[src/rtl/mfp_uart_receiver_pkg.sv]
// Shared UART definitions: FSM state encodings and bit-timing helpers.
// The helpers are meant to be reused by a future UART transmitter.
package mfp_uart_receiver_pkg;

  typedef enum logic [2:0] {
    ST_IDLE   = 3'd0,
    ST_START  = 3'd1,
    ST_DATA   = 3'd2,
    ST_PARITY = 3'd3,
    ST_STOP   = 3'd4
  } rx_state_e;

  function automatic int calc_clks_per_bit(input int clk_freq, input int baud);
    return clk_freq / baud;
  endfunction

  function automatic int calc_half_bit(input int clk_freq, input int baud);
    return calc_clks_per_bit(clk_freq, baud) / 2;
  endfunction

endpackage

[src/rtl/mfp_uart_rx_sync.sv]
// Two-flop synchronizer for the raw uart_rx pin.
// Both flops reset to 1 so an idle line never looks like a start edge.
module mfp_uart_rx_sync (
  input  logic clk,
  input  logic rst_n,
  input  logic d_i,
  output logic q_o
);

  logic meta_q;
  logic sync_q;

  always_ff @(posedge clk or negedge rst_n) begin
    if (!rst_n) begin
      meta_q <= 1'b1;
      sync_q <= 1'b1;
    end else begin
      meta_q <= d_i;
      sync_q <= meta_q;
    end
  end

  assign q_o = sync_q;

endmodule

[src/rtl/mfp_uart_receiver.sv]
// 8N1 UART byte receiver; define MFP_UART_RX_PARITY_EN for 8E1 with even-parity
// checking. Delivers each good byte as a one-cycle byte_valid strobe.
module mfp_uart_receiver
  import mfp_uart_receiver_pkg::*;
#(
  parameter int CLK_FREQ  = 50000000,
  parameter int BOUD_RATE = 115200
) (
  input  logic       clk,
  input  logic       rst_n,
  input  logic       uart_rx,
  output logic [7:0] byte_data,
  output logic       byte_valid,
  output logic       frame_err,
  output logic       parity_err,
  output logic       rx_busy
);

  localparam int CLKS_PER_BIT = calc_clks_per_bit(CLK_FREQ, BOUD_RATE);
  localparam int HALF_BIT     = calc_half_bit(CLK_FREQ, BOUD_RATE);
  localparam int CNT_W        = $clog2(CLKS_PER_BIT);
  localparam logic [CNT_W-1:0] CNT_HALF = CNT_W'(HALF_BIT - 1);
  localparam logic [CNT_W-1:0] CNT_FULL = CNT_W'(CLKS_PER_BIT - 1);

  if (CLKS_PER_BIT < 4) begin : g_bad_cfg
    $error("mfp_uart_receiver: CLK_FREQ/BOUD_RATE must be at least 4");
  end

  rx_state_e        state_q;
  logic [CNT_W-1:0] cnt_q;
  logic [2:0]       bit_idx_q;
  logic [7:0]       shift_q;
  logic [7:0]       byte_data_q;
  logic             byte_valid_q;
  logic             frame_err_q;
  logic             rx_s;
  logic             rx_d_q;
`ifdef MFP_UART_RX_PARITY_EN
  logic             parity_err_q;
  logic             par_bad_q;
`endif

  mfp_uart_rx_sync u_sync (
    .clk   (clk),
    .rst_n (rst_n),
    .d_i   (uart_rx),
    .q_o   (rx_s)
  );

  always_ff @(posedge clk or negedge rst_n) begin
    if (!rst_n) begin
      rx_d_q <= 1'b1;
    end else begin
      rx_d_q <= rx_s;
    end
  end

  always_ff @(posedge clk or negedge rst_n) begin
    if (!rst_n) begin
      state_q      <= ST_IDLE;
      cnt_q        <= '0;
      bit_idx_q    <= '0;
      shift_q      <= '0;
      byte_data_q  <= '0;
      byte_valid_q <= 1'b0;
      frame_err_q  <= 1'b0;
`ifdef MFP_UART_RX_PARITY_EN
      parity_err_q <= 1'b0;
      par_bad_q    <= 1'b0;
`endif
    end else begin
      byte_valid_q <= 1'b0;
      frame_err_q  <= 1'b0;
`ifdef MFP_UART_RX_PARITY_EN
      parity_err_q <= 1'b0;
`endif
      case (state_q)
        // Only a real 1->0 edge starts a frame, so a held break cannot retrigger.
        ST_IDLE: begin
          if (rx_d_q && !rx_s) begin
            cnt_q   <= '0;
            state_q <= ST_START;
          end
        end
        ST_START: begin
          if (cnt_q == CNT_HALF) begin
            cnt_q     <= '0;
            bit_idx_q <= '0;
            state_q   <= rx_s ? ST_IDLE : ST_DATA;
          end else begin
            cnt_q <= cnt_q + CNT_W'(1);
          end
        end
        ST_DATA: begin
          if (cnt_q == CNT_FULL) begin
            cnt_q             <= '0;
            shift_q[bit_idx_q] <= rx_s;
            if (bit_idx_q == 3'd7) begin
`ifdef MFP_UART_RX_PARITY_EN
              state_q <= ST_PARITY;
`else
              state_q <= ST_STOP;
`endif
            end else begin
              bit_idx_q <= bit_idx_q + 3'd1;
            end
          end else begin
            cnt_q <= cnt_q + CNT_W'(1);
          end
        end
        ST_PARITY: begin
`ifdef MFP_UART_RX_PARITY_EN
          if (cnt_q == CNT_FULL) begin
            cnt_q     <= '0;
            par_bad_q <= (^shift_q) ^ rx_s;
            state_q   <= ST_STOP;
          end else begin
            cnt_q <= cnt_q + CNT_W'(1);
          end
`else
          state_q <= ST_IDLE;
`endif
        end
        ST_STOP: begin
          if (cnt_q == CNT_FULL) begin
            cnt_q   <= '0;
            state_q <= ST_IDLE;
            if (!rx_s) begin
              frame_err_q <= 1'b1;
`ifdef MFP_UART_RX_PARITY_EN
            end else if (par_bad_q) begin
              parity_err_q <= 1'b1;
`endif
            end else begin
              byte_data_q  <= shift_q;
              byte_valid_q <= 1'b1;
            end
          end else begin
            cnt_q <= cnt_q + CNT_W'(1);
          end
        end
        default: state_q <= ST_IDLE;
      endcase
    end
  end

  assign byte_data  = byte_data_q;
  assign byte_valid = byte_valid_q;
  assign frame_err  = frame_err_q;
  assign rx_busy    = (state_q != ST_IDLE);
`ifdef MFP_UART_RX_PARITY_EN
  assign parity_err = parity_err_q;
`else
  assign parity_err = 1'b0;
`endif

endmodule

[config.mk]
export PLATFORM = sky130hd
export DESIGN_NAME = mfp_uart_receiver
export DESIGN_NICKNAME = d
export VERILOG_FILES = /design/src/rtl/mfp_uart_receiver_pkg.sv /design/src/rtl/mfp_uart_rx_sync.sv /design/src/rtl/mfp_uart_receiver.sv
export SDC_FILE = /design/constraint.sdc
export NUM_CORES = 1
export LEC_CHECK = 0
export ABC_AREA = 1
export CORE_ASPECT_RATIO = 1.75
export CORE_MARGIN = 4
export CORE_UTILIZATION = 55
export DETAILED_ROUTE_END_ITERATION = 6
export PLACE_DENSITY_LB_ADDON = 0.15
export REMOVE_ABC_BUFFERS = 1
export SETUP_SLACK_MARGIN = 0.5
export SYNTH_ARGS = -nofsm -noshare
export SYNTH_HDL_FRONTEND = slang
export SYNTH_SLANG_ARGS = --single-unit
[constraint.sdc]
create_clock -name clk -period 1.9 [get_ports clk]
set_clock_uncertainty 0.2 [all_clocks]
set_input_delay 0.285 -clock clk [delete_from_list [all_inputs] [get_ports clk]]
set_output_delay 0.285 -clock clk [all_outputs]
set_load 0.01 [all_outputs]
==> results of run 1 <==
-- worst paths after layout --
| kind | cells past startpoint | slack (ps) | endpoint |
|---|---|---|---|
| setup / recovery | 8 | 140 | state_q[2] |
| hold / removal | 0 | 160 | u_sync.q_o |
| setup reg to reg | 8 | 140 | state_q[2] |
| hold reg to reg | 0 | 160 | u_sync.q_o |
| max in group asynchronous | 3 | 780 | u_sync.meta_q |
| min in group asynchronous | 3 | 360 | byte_data[0] |
-- cell type report --
cell class              count  area (sq um)  share of cell area (%)
repair buffers             44           333                    12.6
clock inverters             3          42.5                    1.61
multi-input cells         170          1120                    42.4
flip-flops and latches     36           910                    34.4
repair inverters            1          5.00                   0.189
clock buffers               5          68.8                    2.60
inverters                  27           111                    4.21
well taps                  43          53.8                    2.04
-- critical path, delay by kind of cell (launching register included) --
kind	cells	cell delay, ps
AND/OR/NAND/NOR	6	670
flip-flops	1	490
buffers and inverters	2	270
-- layer usage --
layer	share of wire, %	vias up	track usage, %
met1	34	892	24.4
met4	7.5	0	15.3
met5	0	-	0
li1	-	848	-
met2	54	86	42.2
met3	4.6	38	5.22
-- registers in the layout, indices dropped and copies added (netlist names) --
signal	flops
cnt_q	9
byte_data	8
shift_q	8
bit_idx_q	3
state_q	3
byte_valid	1
frame_err	1
rx_d_q	1
u_sync.meta_q	1
u_sync.q_o	1
-- layout by cell type, fill, tap and decap left out, types with 4 or more instances in the layout --
master / instances
buf_2: 5
buf_4: 24
buf_6: 6
clkbuf_2: 6
clkbuf_8: 5
dfrtp_1: 29
dfrtp_2: 4
inv_1: 19
inv_2: 5
nand2_1: 74
nand2_2: 8
nand2_4: 8
nand3_1: 14
nand3_2: 8
nand4_1: 12
nor2_1: 9
nor2_4: 6
o21ai_1: 4
xor2_1: 4
-- metrics by stage --
| stage | setup WS, ps | cell area [sq um] | std cells | total power, mW |
|---|---|---|---|---|
| final | 139 | 2640 | 329 | 3.67 |
| after global routing | 66.6 | 2640 | 329 | 3.86 |
| after CTS | 272 | 2480 | 318 | 3.04 |
| after detailed placement | 145 | 2070 | 292 | 1.85 |
| after global placement | 188 | 2070 | 292 | 1.84 |
| after floorplan | 239 | 1850 | 230 | 1.58 |
-- power by group through the flow --
| stage | combinational (mW) | sequential [mW] | clock [mW] |
|---|---|---|---|
| final | 2.03 | 0.957 | 0.683 |
| after floorplan | 0.627 | 0.954 | 0 |
| after global placement | 0.881 | 0.956 | 0 |
| after global routing | 2.17 | 0.967 | 0.726 |
| after CTS | 1.41 | 0.949 | 0.677 |
| after detailed placement | 0.892 | 0.959 | 0 |
-- cells by family after synthesis --
kind of cell | count (synthesis)
AND/OR/NAND/NOR | 148
AO/OA/AOI/OAI | 8
buffers and inverters | 31
XOR/XNOR | 5
adder cells (fa/ha/maj) | 5
other | 1
flip-flops | 36
-- what timing repair did --
action	in CTS	in global routing
cloned	1	3
pin swaps	17	12
hold buffers	1	0
endpoints found under the setup margin	44	42
endpoints found under the hold margin	33	0
resized for setup	73	39
setup buffers	16	8
==> results.toml, run 1 <==
[sta]
setup_violations = 0
period_needed_ps = 1760
rsz0062_at_grt = "true"
period_share_pct = 92.7
max_freq_ghz = 0.568
slew_viol_final = 0
holdWs_ps = 161
finalHoldViolCount = 0
fin_tns_setup_ps = 0

[clock_network]
cts_tree = "built"
clockBufferDepth = 2
root_buffer = "clkbuf_8"
clk_pin_slew_ps = 80
insertion_delay_ps = 290
cts_sinks = 36
h-tree-depth = 2
cts_buffers = 5

[synth]
synthesis.area_sq_um = 1890
synth-seq-cells = 36
synth_xor_area_share_pct = 2.32
synthFlopType = "dfrtp_1"
yosysTopAreaCellShare_pct = 43.7
synth_commonest_cells = "nand2_1 (87), dfrtp_1 (33), inv_1 (23)"
synth-compound-area-share_pct = 2.32
yosysWarningCount = 0
synth-simple-area-share_pct = 36.3
syn-instance-count = 234
async_flop_share_pct = 100
muxShareOfSynthArea_pct = 0
ys_types = 29
yosysTopAreaCell = "dfrtp_1"
yosysSeqAreaShare_pct = 47.9
synth_edf_count = 0
synth_area_per_cell_sq_um = 8.07
yosys-top-cells-area = "dfrtp_1 (44%), nand2_1 (17%), nand3_1 (5.6%)"
synth_top_family_by_area = "simple AND/OR/NAND/NOR gates"
synth_fa_ha_area_share_pct = 3.31
synth.most_common_cell = "nand2_1"

[grt]
antenna_found_initial = 0
grt_use_total_pct = 24.0
grt_pass1_wl_mm = 8.07
grt_pass1_vias = 1861
gr-total-overflow = 0
grt_max_degree = 37

[power]
p_switching_mw = 1.59
vdd_drop_max_v = 0.00152
clkPwrFrac_pct = 18.6
pwr-share-comb_pct = 55.3
leakagePower_nw = 1.36
internal_power_mw = 2.08
power_frac_seq_pct = 26.1
switching_share_pct = 43.2
power.density_nw_per_um2 = 1390

[floorplan]
io_pins = 15
rows = 27
die_h_microns = 85.5
die_width_microns = 52.3
dieArea_sq_um = 4470
core_sq_um = 3210
start_util_pct = 58.8

[setup_path]
cpMostUsedCell = "nand2_4"
rr_startpoint = "state_q[2]"
worst_path_largest_cell_delay_ps = 490
end_kind = "register"
worstPathArrival_ps = 1730
critical_path_class = "register to register"
path_cells = "nor2_4 -> nand2_4 -> inv_1 -> nand2_8 -> nand2_4 -> inv_4 -> nand3_1 -> nand2_1"
startpoint_type = "register"
cp.required_ps = 1870
crit_start = "state_q[2]"
cp_slowest_cell = "dfrtp_2"
crit_fanout = 8

[drt]
drt_iter0_markers = 107
first_pass_iters = 4
routed_wl_mm = 5.82
route.detailed.drc = 0
vias = 1864
final_antenna_net_count = 0
viasPerCell = 5.67
wire_per_inst_microns = 17.7

[layout]
area_growth_pct = 40.0
fin_util_pct = 82.4
fill_cells = 187
nNetsFinal = 293
drive_gt1_share_pct = 38.8
n_antenna_cell = 0

[place]
port_buffers = 13
dp_hpwl_mm = 2.77
globalplace.congestion = 0.795

[min_path]
hp-class = "register to register"
min-delay-start = "u_sync.meta_q"

[run_status]
status = "finished clean"

[flow_run]
drv_cap = 0
(Power assumes the default switching activity.)
==> inputs of run 2 (changes only) <==
CORE_MARGIN = unset   (was 4)
clock period = 1.8 ns   (was 1.9 ns; I/O delays follow)
==> results.toml, run 2 (same netlist as run 1, synthesis figures left out) <==
[setup_path]
path_cells = "inv_1 -> nand2_1 -> nor2_4 -> nand2_4 -> nor2_8 -> nand3_1 -> nand2_1 -> nand2_1"
path_buf_inv = 1
startpoint_type = "register"
cpMostUsedCell = "nand2_1"
worstPathArrival_ps = 1730
end_kind = "register"
cp.required_ps = 1780
critical_path.top_delay_family = "simple AND/OR/NAND/NOR gates"
crit_fanout = 8
cp_slowest_cell = "dfrtp_1"
critical_path_class = "register to register"
path_depth = 8
worst_path_largest_cell_delay_ps = 440
worstRegToRegCells = 8

[power]
power.density_nw_per_um2 = 1250
leakagePower_nw = 1.37
vdd_drop_max_v = 0.00110
total_power_mw = 3.19

[place]
postPlaceCellArea_sq_um = 2090
dp_hpwl_mm = 2.79
port_buffers = 13
globalplace.congestion = 0.845
dp_slack_ps = 51.5

[sta]
setup_ws_ps = 50.8
max_freq_ghz = 0.572
setup_violations = 0
period_share_pct = 97.2
finalHoldViolCount = 0
period_needed_ps = 1750
rsz0062_at_grt = "true"
slew_viol_final = 0

[clock_network]
clk_pin_slew_ps = 70
cts_tree = "built"
root_buffer = "clkbuf_8"
clockBufferDepth = 2
h-tree-depth = 2
cts_buffers = 5
insertion_delay_ps = 290
cts_sinks = 36

[grt]
grt_max_degree = 37
grt_pass1_vias = 1685
grt_use_total_pct = 29.4
grt_pass1_wl_mm = 7.45
antenna_found_initial = 0
gr-total-overflow = 0

[layout]
area_growth_pct = 34.9
multi_input_area_sq_um = 1090
n_antenna_cell = 0
regArea_sq_um = 906
largest_reg_flops = 9
top_register = "cnt_q"
drive_gt1_share_pct = 39.3
nNetsFinal = 292
layout_commonest_cell = "nand2_1"
fill_cells = 206
fin_util_pct = 79.3
fin_area_sq_um = 2550
layout_common_cells = "nand2_1 (69), dfrtp_1 (32), buf_4 (26)"

[drt]
vias = 1823
final_antenna_net_count = 0
wire_per_inst_microns = 16.4
viasPerCell = 5.56
first_pass_iters = 4
route.detailed.drc = 0
drt_iter0_markers = 71
routed_wl_mm = 5.38

[floorplan]
die_width_microns = 46.3
dieArea_sq_um = 3680
core_sq_um = 3210
start_util_pct = 58.8
die_h_microns = 79.5
io_pins = 15
rows = 27

[run_status]
status = "finished clean"

[flow_run]
drv_cap = 0

[min_path]
hp-class = "register to register"
whs_path_depth = 0
[run 2: worst paths after layout]
kind,startpoint,to,slack [ps]
min reg2reg,u_sync.meta_q,u_sync.q_o,160
min,u_sync.meta_q,u_sync.q_o,160
min in group asynchronous,rst_n,shift_q[1],340
max reg2reg,cnt_q[2],shift_q[2],50
max,cnt_q[2],shift_q[2],50
max in group asynchronous,rst_n,cnt_q[0],720
[run 2: cell type report]
cell class | instances | area share [%]
repair inverters | 1 | 0.344
clock inverters | 1 | 0.197
repair buffers | 42 | 11.7
multi-input cells | 171 | 42.8
flip-flops and latches | 36 | 35.6
well taps | 43 | 2.11
inverters | 27 | 4.28
clock buffers | 7 | 3.00
[run 2: where the power goes]
| part | switching (mW) | total, mW | internal [mW] |
|---|---|---|---|
| clock | 0.276 | 0.547 | 0.271 |
| sequential | 0.0993 | 1.00 | 0.905 |
| combinational | 0.994 | 1.64 | 0.647 |
| total | 1.37 | 3.19 | 1.82 |
[run 2: worst reg2reg max path, stage by stage (launching register included)]
cell and delay (ps):
dfrtp_1 440, inv_1 110, nand2_1 110, nor2_4 160
nand2_4 130, nor2_8 200, nand3_1 120, nand2_1 100
nand2_1 70
[run 2: timing repair]
action | in CTS | in global routing
cloned | 4 | 1
hold buffers | 1 | 0
setup buffers | 14 | 6
hold endpoints to repair | 33 | 0
endpoints found under the setup margin | 44 | 40
gates resized for setup | 88 | 20
pin swaps | 7 | 9
[run 2: per-layer routing]
layer | vias up | global-route usage [%] | part of all wire, %
li1 | 844 | - | -
met1 | 876 | 26.4 | 33
met2 | 73 | 55.5 | 57
met3 | 30 | 5.66 | 4.0
met4 | 0 | 16.5 | 6.0
met5 | - | 0 | 0
[run 2: stage by stage]
| step | instances | hold WS [ps] | TNS, ps |
|---|---|---|---|
| floorplan | 230 | -226 | 0 |
| global route | 328 | 162 | -119 |
| global placement | 294 | 131 | 0 |
| detailed placement | 294 | 130 | 0 |
| CTS | 321 | 157 | 0 |
| finish | 328 | 157 | 0 |
